===== config.mk =====
export PLATFORM = sky130hd
export DESIGN_NAME = axi_dma_rd_mb_flat
export DESIGN_NICKNAME = d
export VERILOG_FILES = /design/src/rtl/axi_dma_rd_mb_if.sv /design/src/rtl/axi_dma_rd_mb.sv /design/src/flat_wrapper.sv
export SDC_FILE = /design/constraint.sdc
export NUM_CORES = 1
export LEC_CHECK = 0
export CAP_MARGIN = 0
export CORE_AREA = 4 4 245 247
export DETAILED_ROUTE_END_ITERATION = 10
export DIE_AREA = 0 0 249 251
export PLACE_DENSITY = 0.43
export RECOVER_POWER = 50
export SYNTH_ARGS = -nofsm -noshare
export SYNTH_HDL_FRONTEND = slang
export SYNTH_SLANG_ARGS = --single-unit

===== constraint.sdc =====
create_clock -name clk -period 4.1 [get_ports clk]
set_input_delay 0.615 -clock clk [delete_from_list [all_inputs] [get_ports clk]]
set_output_delay 0.615 -clock clk [all_outputs]
set_load 0.005 [all_outputs]

===== src/rtl/axi_dma_rd_mb_if.sv =====
// AXI4 read-address / read-data channel bundle for axi_dma_rd_mb.
// master = DMA side (drives AR, accepts R); slave = memory side.
interface axi_dma_rd_mb_if #(
    parameter int DATA_W = 256,
    parameter int ADDR_W = 30,
    parameter int ID_W   = 4
);
    logic [ID_W-1:0]   m_axi_arid;
    logic [ADDR_W-1:0] m_axi_araddr;
    logic [7:0]        m_axi_arlen;
    logic [2:0]        m_axi_arsize;
    logic [1:0]        m_axi_arburst;
    logic              m_axi_arlock;
    logic [3:0]        m_axi_arcache;
    logic [2:0]        m_axi_arprot;
    logic [3:0]        m_axi_arqos;
    logic              m_axi_arvalid;
    logic              m_axi_arready;

    logic [ID_W-1:0]   m_axi_rid;
    logic [DATA_W-1:0] m_axi_rdata;
    logic [1:0]        m_axi_rresp;
    logic              m_axi_rlast;
    logic              m_axi_rvalid;
    logic              m_axi_rready;

    modport master (
        output m_axi_arid, m_axi_araddr, m_axi_arlen, m_axi_arsize, m_axi_arburst,
               m_axi_arlock, m_axi_arcache, m_axi_arprot, m_axi_arqos, m_axi_arvalid,
               m_axi_rready,
        input  m_axi_arready, m_axi_rid, m_axi_rdata, m_axi_rresp, m_axi_rlast,
               m_axi_rvalid
    );

    modport slave (
        input  m_axi_arid, m_axi_araddr, m_axi_arlen, m_axi_arsize, m_axi_arburst,
               m_axi_arlock, m_axi_arcache, m_axi_arprot, m_axi_arqos, m_axi_arvalid,
               m_axi_rready,
        output m_axi_arready, m_axi_rid, m_axi_rdata, m_axi_rresp, m_axi_rlast,
               m_axi_rvalid
    );
endinterface


===== src/rtl/axi_dma_rd_mb.sv =====
// Multi-burst AXI4 read DMA: splits an nbeats transfer into INCR bursts and streams R data out.
// Optional macro AXI_DMA_4K_SPLIT_EN additionally stops bursts at 4 KB boundaries.
module axi_dma_rd_mb #(
    parameter int DATA_W    = 256,
    parameter int ADDR_W    = 30,
    parameter int XFER_W    = 20,
    parameter int MAX_BURST = 16
) (
    input  logic              clk,
    input  logic              rst,
    input  logic              start,
    input  logic [ADDR_W-1:0] base_addr,
    input  logic [XFER_W-1:0] nbeats,
    output logic              busy,
    output logic              done,
    output logic              error,
    output logic              out_valid,
    input  logic              out_ready,
    output logic [DATA_W-1:0] out_data,
    output logic              out_last,
    axi_dma_rd_mb_if.master   axi
);
    localparam int BYTES = DATA_W / 8;
    localparam int OFFS  = $clog2(BYTES);
    localparam int CW    = (XFER_W > 13) ? XFER_W : 13;

    typedef enum logic [1:0] {
        IDLE = 2'd0,
        ADDR = 2'd1,
        DATA = 2'd2
    } state_t;

    state_t            state_r;
    state_t            state_nxt_s;
    logic [ADDR_W-1:0] addr_r;
    logic [ADDR_W-1:0] addr_nxt_s;
    logic [XFER_W-1:0] left_r;
    logic [XFER_W-1:0] left_nxt_s;
    logic [8:0]        burst_r;
    logic [8:0]        burst_nxt_s;
    logic [8:0]        beat_cnt_r;
    logic [CW-1:0]     lim4k_s;
    logic              arvalid_r;
    logic              busy_r;
    logic              done_r;
    logic              error_r;
    logic              accept_s;
    logic              zero_s;
    logic              ar_fire_s;
    logic              beat_fire_s;
    logic              burst_end_s;
    logic              last_in_burst_s;
    logic              final_burst_s;
    logic              beat_bad_s;
    logic              in_data_s;
    logic              unused_s;

    // Burst size is the smallest of beats remaining, MAX_BURST and the boundary limit.
    function automatic logic [8:0] min_burst(input logic [CW-1:0] left,
                                             input logic [CW-1:0] lim4k);
        logic [CW-1:0] lim;
        lim = (lim4k < CW'(MAX_BURST)) ? lim4k : CW'(MAX_BURST);
        return (left < lim) ? left[8:0] : lim[8:0];
    endfunction

    assign axi.m_axi_arid    = '0;
    assign axi.m_axi_arsize  = 3'(OFFS);
    assign axi.m_axi_arburst = 2'b01;
    assign axi.m_axi_arlock  = 1'b0;
    assign axi.m_axi_arcache = 4'h2;
    assign axi.m_axi_arprot  = 3'b010;
    assign axi.m_axi_arqos   = 4'h0;
    assign axi.m_axi_araddr  = addr_r;
    assign axi.m_axi_arlen   = 8'(burst_r - 9'd1);
    assign axi.m_axi_arvalid = arvalid_r;

    // Stream side is a pass-through of R while in DATA; forced quiet during reset.
    assign in_data_s         = (state_r == DATA) && !rst;
    assign axi.m_axi_rready  = in_data_s && out_ready;
    assign out_valid         = in_data_s && axi.m_axi_rvalid;
    assign out_data          = axi.m_axi_rdata;
    assign out_last          = out_valid && last_in_burst_s && final_burst_s;

    assign busy  = busy_r;
    assign done  = done_r;
    assign error = error_r;

    assign unused_s = ^{1'b0, axi.m_axi_rid};

    assign last_in_burst_s = (beat_cnt_r == (burst_r - 9'd1));
    assign final_burst_s   = (CW'(left_r) == CW'(burst_r));
    assign beat_bad_s      = (axi.m_axi_rresp != 2'b00) ||
                             (axi.m_axi_rlast != last_in_burst_s);

    // Next-state and handshake strobes.
    always_comb begin
        state_nxt_s = state_r;
        accept_s    = 1'b0;
        zero_s      = 1'b0;
        ar_fire_s   = 1'b0;
        beat_fire_s = 1'b0;
        burst_end_s = 1'b0;
        case (state_r)
            IDLE: begin
                if (start && (nbeats != {XFER_W{1'b0}})) begin
                    accept_s    = 1'b1;
                    state_nxt_s = ADDR;
                end else if (start) begin
                    zero_s = 1'b1;
                end else begin
                    state_nxt_s = IDLE;
                end
            end
            ADDR: begin
                if (axi.m_axi_arready) begin
                    ar_fire_s   = 1'b1;
                    state_nxt_s = DATA;
                end else begin
                    state_nxt_s = ADDR;
                end
            end
            DATA: begin
                if (axi.m_axi_rvalid && out_ready) begin
                    beat_fire_s = 1'b1;
                    if (last_in_burst_s) begin
                        burst_end_s = 1'b1;
                        state_nxt_s = final_burst_s ? IDLE : ADDR;
                    end else begin
                        state_nxt_s = DATA;
                    end
                end else begin
                    state_nxt_s = DATA;
                end
            end
            default: state_nxt_s = IDLE;
        endcase
    end

    // Address/length bookkeeping: latch on accept, advance when a burst completes.
    always_comb begin
        addr_nxt_s = addr_r;
        left_nxt_s = left_r;
        if (accept_s) begin
            addr_nxt_s = {base_addr[ADDR_W-1:OFFS], {OFFS{1'b0}}};
            left_nxt_s = nbeats;
        end else if (burst_end_s) begin
            addr_nxt_s = addr_r + (ADDR_W'(burst_r) << OFFS);
            left_nxt_s = left_r - XFER_W'(burst_r);
        end else begin
            addr_nxt_s = addr_r;
            left_nxt_s = left_r;
        end
    end

    // Beats left before the next 4 KB boundary, or no extra limit when splitting is off.
    always_comb begin
`ifdef AXI_DMA_4K_SPLIT_EN
        lim4k_s = CW'((13'd4096 - {1'b0, addr_nxt_s[11:0]}) >> OFFS);
`else
        lim4k_s = CW'(MAX_BURST);
`endif
        burst_nxt_s = min_burst(CW'(left_nxt_s), lim4k_s);
    end

    // State register and datapath registers.
    always_ff @(posedge clk) begin
        if (rst) begin
            state_r    <= IDLE;
            addr_r     <= '0;
            left_r     <= '0;
            burst_r    <= 9'd0;
            beat_cnt_r <= 9'd0;
            arvalid_r  <= 1'b0;
            busy_r     <= 1'b0;
            done_r     <= 1'b0;
            error_r    <= 1'b0;
        end else begin
            state_r   <= state_nxt_s;
            addr_r    <= addr_nxt_s;
            left_r    <= left_nxt_s;
            arvalid_r <= (state_nxt_s == ADDR);
            done_r    <= zero_s || (burst_end_s && final_burst_s);
            // Burst size is frozen on entry to ADDR so arlen stays stable until accepted.
            if ((state_nxt_s == ADDR) && (state_r != ADDR)) begin
                burst_r <= burst_nxt_s;
            end else begin
                burst_r <= burst_r;
            end
            if (ar_fire_s) begin
                beat_cnt_r <= 9'd0;
            end else if (beat_fire_s) begin
                beat_cnt_r <= beat_cnt_r + 9'd1;
            end else begin
                beat_cnt_r <= beat_cnt_r;
            end
            if (accept_s) begin
                busy_r <= 1'b1;
            end else if (state_nxt_s == IDLE) begin
                busy_r <= 1'b0;
            end else begin
                busy_r <= busy_r;
            end
            // Error is sticky across the transfer; only a newly accepted transfer clears it.
            if (accept_s) begin
                error_r <= 1'b0;
            end else if (beat_fire_s && beat_bad_s) begin
                error_r <= 1'b1;
            end else begin
                error_r <= error_r;
            end
        end
    end
endmodule


===== src/flat_wrapper.sv =====
// flat-port wrapper written by rule: the top's interface ports become plain ports
module axi_dma_rd_mb_flat 
#(
    parameter int DATA_W    = 256,
    parameter int ADDR_W    = 30,
    parameter int XFER_W    = 20,
    parameter int MAX_BURST = 16
)
  (clk, rst, start, base_addr, nbeats, busy, done, error, out_valid, out_ready, out_data, out_last, axi_m_axi_arid, axi_m_axi_araddr, axi_m_axi_arlen, axi_m_axi_arsize, axi_m_axi_arburst, axi_m_axi_arlock, axi_m_axi_arcache, axi_m_axi_arprot, axi_m_axi_arqos, axi_m_axi_arvalid, axi_m_axi_rready, axi_m_axi_arready, axi_m_axi_rid, axi_m_axi_rdata, axi_m_axi_rresp, axi_m_axi_rlast, axi_m_axi_rvalid);
  axi_dma_rd_mb_if #(.DATA_W(DATA_W), .ADDR_W(ADDR_W)) axi_i ();
  input  logic clk;
  input  logic rst;
  input  logic start;
  input  logic [ADDR_W-1:0] base_addr;
  input  logic [XFER_W-1:0] nbeats;
  output logic busy;
  output logic done;
  output logic error;
  output logic out_valid;
  input  logic out_ready;
  output logic [DATA_W-1:0] out_data;
  output logic out_last;
  output wire logic [$bits(axi_i.m_axi_arid)-1:0] axi_m_axi_arid;
  output wire logic [$bits(axi_i.m_axi_araddr)-1:0] axi_m_axi_araddr;
  output wire logic [$bits(axi_i.m_axi_arlen)-1:0] axi_m_axi_arlen;
  output wire logic [$bits(axi_i.m_axi_arsize)-1:0] axi_m_axi_arsize;
  output wire logic [$bits(axi_i.m_axi_arburst)-1:0] axi_m_axi_arburst;
  output wire logic [$bits(axi_i.m_axi_arlock)-1:0] axi_m_axi_arlock;
  output wire logic [$bits(axi_i.m_axi_arcache)-1:0] axi_m_axi_arcache;
  output wire logic [$bits(axi_i.m_axi_arprot)-1:0] axi_m_axi_arprot;
  output wire logic [$bits(axi_i.m_axi_arqos)-1:0] axi_m_axi_arqos;
  output wire logic [$bits(axi_i.m_axi_arvalid)-1:0] axi_m_axi_arvalid;
  output wire logic [$bits(axi_i.m_axi_rready)-1:0] axi_m_axi_rready;
  input wire logic [$bits(axi_i.m_axi_arready)-1:0] axi_m_axi_arready;
  input wire logic [$bits(axi_i.m_axi_rid)-1:0] axi_m_axi_rid;
  input wire logic [$bits(axi_i.m_axi_rdata)-1:0] axi_m_axi_rdata;
  input wire logic [$bits(axi_i.m_axi_rresp)-1:0] axi_m_axi_rresp;
  input wire logic [$bits(axi_i.m_axi_rlast)-1:0] axi_m_axi_rlast;
  input wire logic [$bits(axi_i.m_axi_rvalid)-1:0] axi_m_axi_rvalid;
  assign axi_m_axi_arid = axi_i.m_axi_arid;
  assign axi_m_axi_araddr = axi_i.m_axi_araddr;
  assign axi_m_axi_arlen = axi_i.m_axi_arlen;
  assign axi_m_axi_arsize = axi_i.m_axi_arsize;
  assign axi_m_axi_arburst = axi_i.m_axi_arburst;
  assign axi_m_axi_arlock = axi_i.m_axi_arlock;
  assign axi_m_axi_arcache = axi_i.m_axi_arcache;
  assign axi_m_axi_arprot = axi_i.m_axi_arprot;
  assign axi_m_axi_arqos = axi_i.m_axi_arqos;
  assign axi_m_axi_arvalid = axi_i.m_axi_arvalid;
  assign axi_m_axi_rready = axi_i.m_axi_rready;
  assign axi_i.m_axi_arready = axi_m_axi_arready;
  assign axi_i.m_axi_rid = axi_m_axi_rid;
  assign axi_i.m_axi_rdata = axi_m_axi_rdata;
  assign axi_i.m_axi_rresp = axi_m_axi_rresp;
  assign axi_i.m_axi_rlast = axi_m_axi_rlast;
  assign axi_i.m_axi_rvalid = axi_m_axi_rvalid;
  axi_dma_rd_mb #(.DATA_W(DATA_W), .ADDR_W(ADDR_W), .XFER_W(XFER_W), .MAX_BURST(MAX_BURST)) u_core (.clk(clk), .rst(rst), .start(start), .base_addr(base_addr), .nbeats(nbeats), .busy(busy), .done(done), .error(error), .out_valid(out_valid), .out_ready(out_ready), .out_data(out_data), .out_last(out_last), .axi(axi_i));
endmodule

* Word-level counts from Yosys, hierarchy flattened
Index checks and enable logic that the tools add are counted.
** Word-level totals
- Output and inout port bits :: 322
- Input bits :: 319
- Logic and storage cells :: 69
- Register bits :: 74
** Operators by class
- Add/sub/neg operators :: 4
- Magnitude comparators :: 1
- Equality and inequality tests :: 7
- Reductions and logical operators :: 21
- Mux-type cells :: 26
** Operators by type and width (number)
- 2-to-1 mux 30 bit :: 2
- 2-to-1 mux 20 bit :: 2
- adder 30 x 14 -> 30 bit :: 1
- == test 20 x 9 -> 1 bit :: 1
- < comparator 20 x 5 -> 1 bit (second input constant) :: 1
- nonzero test 20 bit :: 1
- subtractor 20 x 9 -> 20 bit :: 1
- 2-to-1 mux 1 bit :: 15
- logical AND 1 bit :: 10
- 2-to-1 mux 2 bit :: 5
- adder 9 x 1 -> 9 bit (second input constant) :: 1
- == test 9 bit :: 1
- 2-to-1 mux 9 bit :: 1
- subtractor 9 x 1 -> 9 bit (second input constant) :: 1
- case mux 2 bit (3 select lines) :: 1
- nonzero test 2 bit :: 3
- == test 2 x 1 -> 1 bit (second input constant) :: 2
- logical NOT 2 bit :: 2
- OR reduction 2 bit :: 2
- == test 2 bit (second input constant) :: 1
- logical OR 1 bit :: 2
- inequality test 2 x 1 -> 1 bit (second input constant) :: 1
- logical NOT 1 bit :: 1
- inequality test 1 bit :: 1

* Depth between registers and ports, before layout
- Depth in word-level cells :: 9
- Depth in mapped cells :: 14
- Depth with buffers taken out :: 13

* Least setup slack after synthesis
Ideal clock, no wire load.
- Kind :: reg2reg
- Start point :: reg u_core.burst_r[1]
- End point :: reg u_core.burst_r[4]
- Data arrival time :: 3.274 ns
- Clock period less this slack :: 3.405 ns
- Required time :: 3.969 ns
- Buffers on the path :: 0
- Setup time :: 0.131 ns
- Cell stages (with the launch flop) :: 13
- Setup slack :: 0.695 ns
- Cells stage by stage :: dfxtp_1 -> inv_1 -> ha_1 -> nor3b_1 -> xnor3_1 -> nand4_1 -> or3_4 -> or3_1 -> nor4_1 -> xor2_1 -> mux2_2 -> or4b_4 -> nor3b_1
** On the way
- Word-level cells in the longest chain between the ends :: 9
- Elaborated cells between the ends (all ways) :: 17
- Those cells by class :: add/sub (2); order compare (1); eq/ne (3); mux (10); reduce/logical (1)
** Ends and longest elaborated chain
- start: declaration :: line axi_dma_rd_mb.sv:39 : logic [8:0] burst_r;
- start signal: assignment :: line axi_dma_rd_mb.sv:185 : burst_r <= burst_nxt_s;
- start signal: assignment :: line axi_dma_rd_mb.sv:187 : burst_r <= burst_r;
- subtractor 9 x 1 -> 9 bit :: line axi_dma_rd_mb.sv:90 : assign last_in_burst_s = (beat_cnt_r == (burst_r - 9'd1));
- == test 9 bit :: line axi_dma_rd_mb.sv:90
- 2-to-1 mux 1 bit :: line axi_dma_rd_mb.sv:125 : if (last_in_burst_s) begin
- 2-to-1 mux 1 bit :: line axi_dma_rd_mb.sv:123 : if (axi.m_axi_rvalid && out_ready) begin
- 2-to-1 mux 1 bit :: line axi_dma_rd_mb.sv:103 : case (state_r)
- 2-to-1 mux 20 bit :: line axi_dma_rd_mb.sv:146 : end else if (burst_end_s) begin
- 2-to-1 mux 20 bit :: line axi_dma_rd_mb.sv:143 : if (accept_s) begin
- < comparator 20 x 5 -> 1 bit :: line axi_dma_rd_mb.sv:63 : return (left < lim) ? left[8:0] : lim[8:0];
- 2-to-1 mux 9 bit :: line axi_dma_rd_mb.sv:63
Parallel ways exist; a longest one is shown, timed or not.
A chain may end at the register's enable or synchronous reset.

* Worst setup path after layout
- Start point :: reg u_core.burst_r[2]
- End point :: out out_last
** On the way
- Word-level cells in the longest chain between the ends :: 4
- Elaborated cells between the ends (all ways) :: 5
- Those cells by class :: add/sub (1); eq/ne (2); reduce/logical (2)
** Ends and longest elaborated chain
- subtractor 9 x 1 -> 9 bit :: line axi_dma_rd_mb.sv:90
- == test 9 bit :: line axi_dma_rd_mb.sv:90
- logical AND 1 bit :: line axi_dma_rd_mb.sv:82 : assign out_last = out_valid && last_in_burst_s && final_burst_s;
- logical AND 1 bit * :: line axi_dma_rd_mb.sv:82
- end: declaration :: line flat_wrapper.sv:22 : output logic out_last;
Every way passes the cells marked *; elsewhere a longest branch is shown, timed or not.

==> run summary <==
RSZ-0062 raised after global routing - no
Non-Filler Instances - 1457
hold path depth - 2
DR pass1 iterations - 5
met1 usage - 8.29%
Peak Freq - 0.256 GHz
ANT nets after route - 0
synthesized area - 6530 sq um
grt met2 use - 11.5%
measured slew at the worst slew-check pin - 956 ps
Reg2Reg Launch Point - u_core.burst_r[2]
internal reg-to-reg setup slack - 260 ps
Tcrit/Tclk final - 95.2%
first-pass GRT wire length - 34.4 mm
CTS root buf - clkbuf_16
design area - 6840 sq um
Nets - 1028
H-tree depth - 3
Slew Limit Headroom - 36.0%
area delta synth->final - 4.73%
# diodes - 0
pin count of the biggest net entering global routing - 58
initial antenna violation count - 0
setup ws final - 197 ps
Final Skew - 15.2 ps
CTS Buffer Depth - 2
pwr/cell area - 318 nW/um^2
DR vias - 4858
static leakage - 2.32 nW
Worst setup SP type - flip-flop
core footprint - 57600 sq um
Seq/Total Area, Yosys - 21.1%
GR Util All Layers - 7.48%
die area - 62500 sq um
Initial Utilization - 11.3%
1st-iter DRT viols - 241
dpl cells - 1441
TritonCTS clock tree - yes
Post-synth EDFFs - 0
via-per-instance ratio - 3.33
Std-Cell Rows - 88
layout cells sized above 1 - 8.96%
clk sinks - 69
final hold violation count - 0
final critical-path required period - 3900 ps
met3 Usage GRT - 4.39%
CTS buffer count - 9
pre-CTS setup slack - 313 ps
Worst-path clk slew - 60 ps
HP Start - u_core.axi.m_axi_araddr[5]
setup TNS - 0 ps
IO Pins - 641
Main synth FF type - dfxtp_1
Worst Path Required - 3480 ps
number of remaining DRC errors - 0
Slew Viols, Final - 0
crit-path max FO - 8
Synth cell types - 64
routed wire length - 24.4 mm
Worst setup EP type - output pin
Synth Register Bits - 69
Die Span Y - 251 microns
Syn. warnings - 0
post-layout util - 11.9%
GP Congestion - 0.816
crit path DAT - 3290 ps
port buffer count - 93
worst r2r dst - u_core.burst_r[4]
Max IR drop VDD - 124 uV
Final Power - 2.17 mW
Synth Area per Inst - 7.78 sq um
R2R depth - 11
Critical Setup Path Class - reg2out
per-cell routed wire length - 16.7 microns
worst hold-check slack - 510 ps
# setup viols final - 0
grt peak-use layer - met2
vias in the first global route - 4811
Cells after Synth - 840
outcome - finished, final reports clean
die extent in x - 249 microns
worst hold-check path type - reg2reg
DP Area - 6500 sq um
Min-Delay Endpoint - u_core.axi.m_axi_araddr[5]
Fill cells - 6610
Async S/R FF share, synth - 0%
grt ovf - 0
HPWL Detailed - 20.5 mm
maxcap violations - 0
worst-skew pair later-pin latency - 360 ps
worst max-delay path, stage by stage, from the launching register on:
cell	delay (ps)
dfxtp_1	430
nor4_4	370
a21oi_1	120
a211o_1	270
a31oi_1	770
buf_4	280
nor2_1	50
and3_1	170
clkdlybuf4s50_1	480
registers in the layout, summed over array words and instances (netlist names):
signal	flops
u_core.done	1
u_core.error	1
u_core.beat_cnt_r	9
u_core.axi.m_axi_arvalid	1
u_core.left_r	20
u_core.burst_r	9
u_core.axi.m_axi_araddr	25
u_core.state_r	2
u_core.busy	1
where the power goes:
group          switching, mW  internal, mW
clock                  0.359         0.543
combinational          0.262         0.244
sequential            0.0482         0.717
layout by cell type, fill, tap and decap left out, types with 3 or more instances in the layout:
| master | netlist | routed |
|---|---|---|
| clkdlybuf4s50_1 | 0 | 92 |
| nor2_1 | 81 | 81 |
| dfxtp_1 | 69 | 69 |
| nand2_1 | 45 | 45 |
| xnor2_1 | 30 | 30 |
| a21oi_1 | 27 | 27 |
| conb_1 | 2 | 26 |
| inv_1 | 25 | 25 |
| o21ai_0 | 23 | 22 |
| xor2_1 | 22 | 22 |
| buf_4 | 282 | 22 |
| a211oi_1 | 21 | 21 |
| ha_1 | 20 | 20 |
| nor3_1 | 19 | 18 |
| nand3_1 | 18 | 18 |
| nor4_1 | 13 | 12 |
| nand2b_1 | 9 | 9 |
| and3_1 | 9 | 9 |
| or3_1 | 9 | 9 |
| clkbuf_16 | 0 | 9 |
| nor2b_1 | 7 | 7 |
| nand4_1 | 6 | 6 |
| nor3b_1 | 6 | 6 |
| or2_2 | 6 | 6 |
| o21ai_1 | 5 | 5 |
| nor4b_1 | 4 | 4 |
| o21a_1 | 4 | 4 |
| a31oi_1 | 3 | 3 |
| xnor3_1 | 3 | 3 |
| o31ai_1 | 3 | 3 |
| o22ai_1 | 3 | 3 |
| a31o_2 | 3 | 3 |
logic make-up (layout without fill, tap and decap cells):
| family | after synthesis | after routing | synth area share, % |
|---|---|---|---|
| adders and majority gates | 22 | 22 | 4.44 |
| buffers and inverters | 329 | 157 | 35.1 |
| DFF | 69 | 69 | 21.1 |
| muxes | 3 | 3 | 0.479 |
| AOI/OAI and AO/OA | 115 | 115 | 11.5 |
| other | 2 | 26 | 0.115 |
| xor gates and xnor gates | 55 | 55 | 8.01 |
| and+or+nand+nor | 245 | 245 | 19.1 |
worst max-delay path by stage:
stage / startpoint / endpoint / cells after the start
floorplan: u_core.burst_r[1] / u_core.burst_r[4] / 12
global placement: nbeats[9] / u_core.burst_r[4] / 11
detailed placement: u_core.burst_r[0] / u_core.burst_r[4] / 11
CTS: u_core.burst_r[2] / out_last / 8
global route: u_core.burst_r[0] / u_core.burst_r[4] / 10
finish: u_core.burst_r[2] / out_last / 8
what timing repair did:
action / CTS / global route
setup endpoints to repair: 0 / 1
setup buffers: 0 / 0
hold buffers: 0 / 0
gates resized for setup: 0 / 1
Yosys cell counts, drive strengths merged, types with 3 or more instances:
| master | n | share of area (%) |
|---|---|---|
| nor2 | 81 | 4.7 |
| ha | 20 | 3.8 |
| and3 | 9 | 0.86 |
| inv | 25 | 1.4 |
| nand2b | 9 | 0.86 |
| nor2b | 7 | 0.67 |
| xnor3 | 3 | 1.0 |
| xor2 | 22 | 2.9 |
| nand4 | 6 | 0.57 |
| a21oi | 27 | 2.1 |
| nand2 | 45 | 2.6 |
| a31oi | 3 | 0.29 |
| or3 | 10 | 1.0 |
| nor3b | 6 | 0.69 |
| nand3 | 18 | 1.4 |
| dfxtp | 69 | 21 |
| buf | 285 | 33 |
| o21ai | 28 | 2.1 |
| nor4b | 4 | 0.54 |
| nor3 | 20 | 1.6 |
| clkbuf | 19 | 1.1 |
| nor4 | 15 | 1.9 |
| o21a | 4 | 0.46 |
| a211oi | 21 | 2.4 |
| a31o | 4 | 0.54 |
| o22ai | 4 | 0.48 |
| o31ai | 4 | 0.54 |
| or2 | 6 | 0.57 |
| xnor2 | 30 | 4.0 |
layout make-up:
type | count | area (sq um) | area share, %
flip-flops and latches | 69 | 1380 | 20.2
clock inverters | 7 | 105 | 1.54
repair buffers | 116 | 1110 | 16.2
multi-input cells | 466 | 2970 | 43.4
inverters | 25 | 93.8 | 1.37
clock buffers | 9 | 225 | 3.29
well taps | 765 | 957 | 14.0
metal layers:
metal  up-vias  wire length (microns)  part of all wire (%)
li1       2215                      -                     -
met1      2243                   9400                    39
met2       298                  10700                    44
met4         0                   1030                   4.2
met5         -                      0                     0
met3       102                   3230                    13
Note: power is estimated with default switching activity, not from simulation.
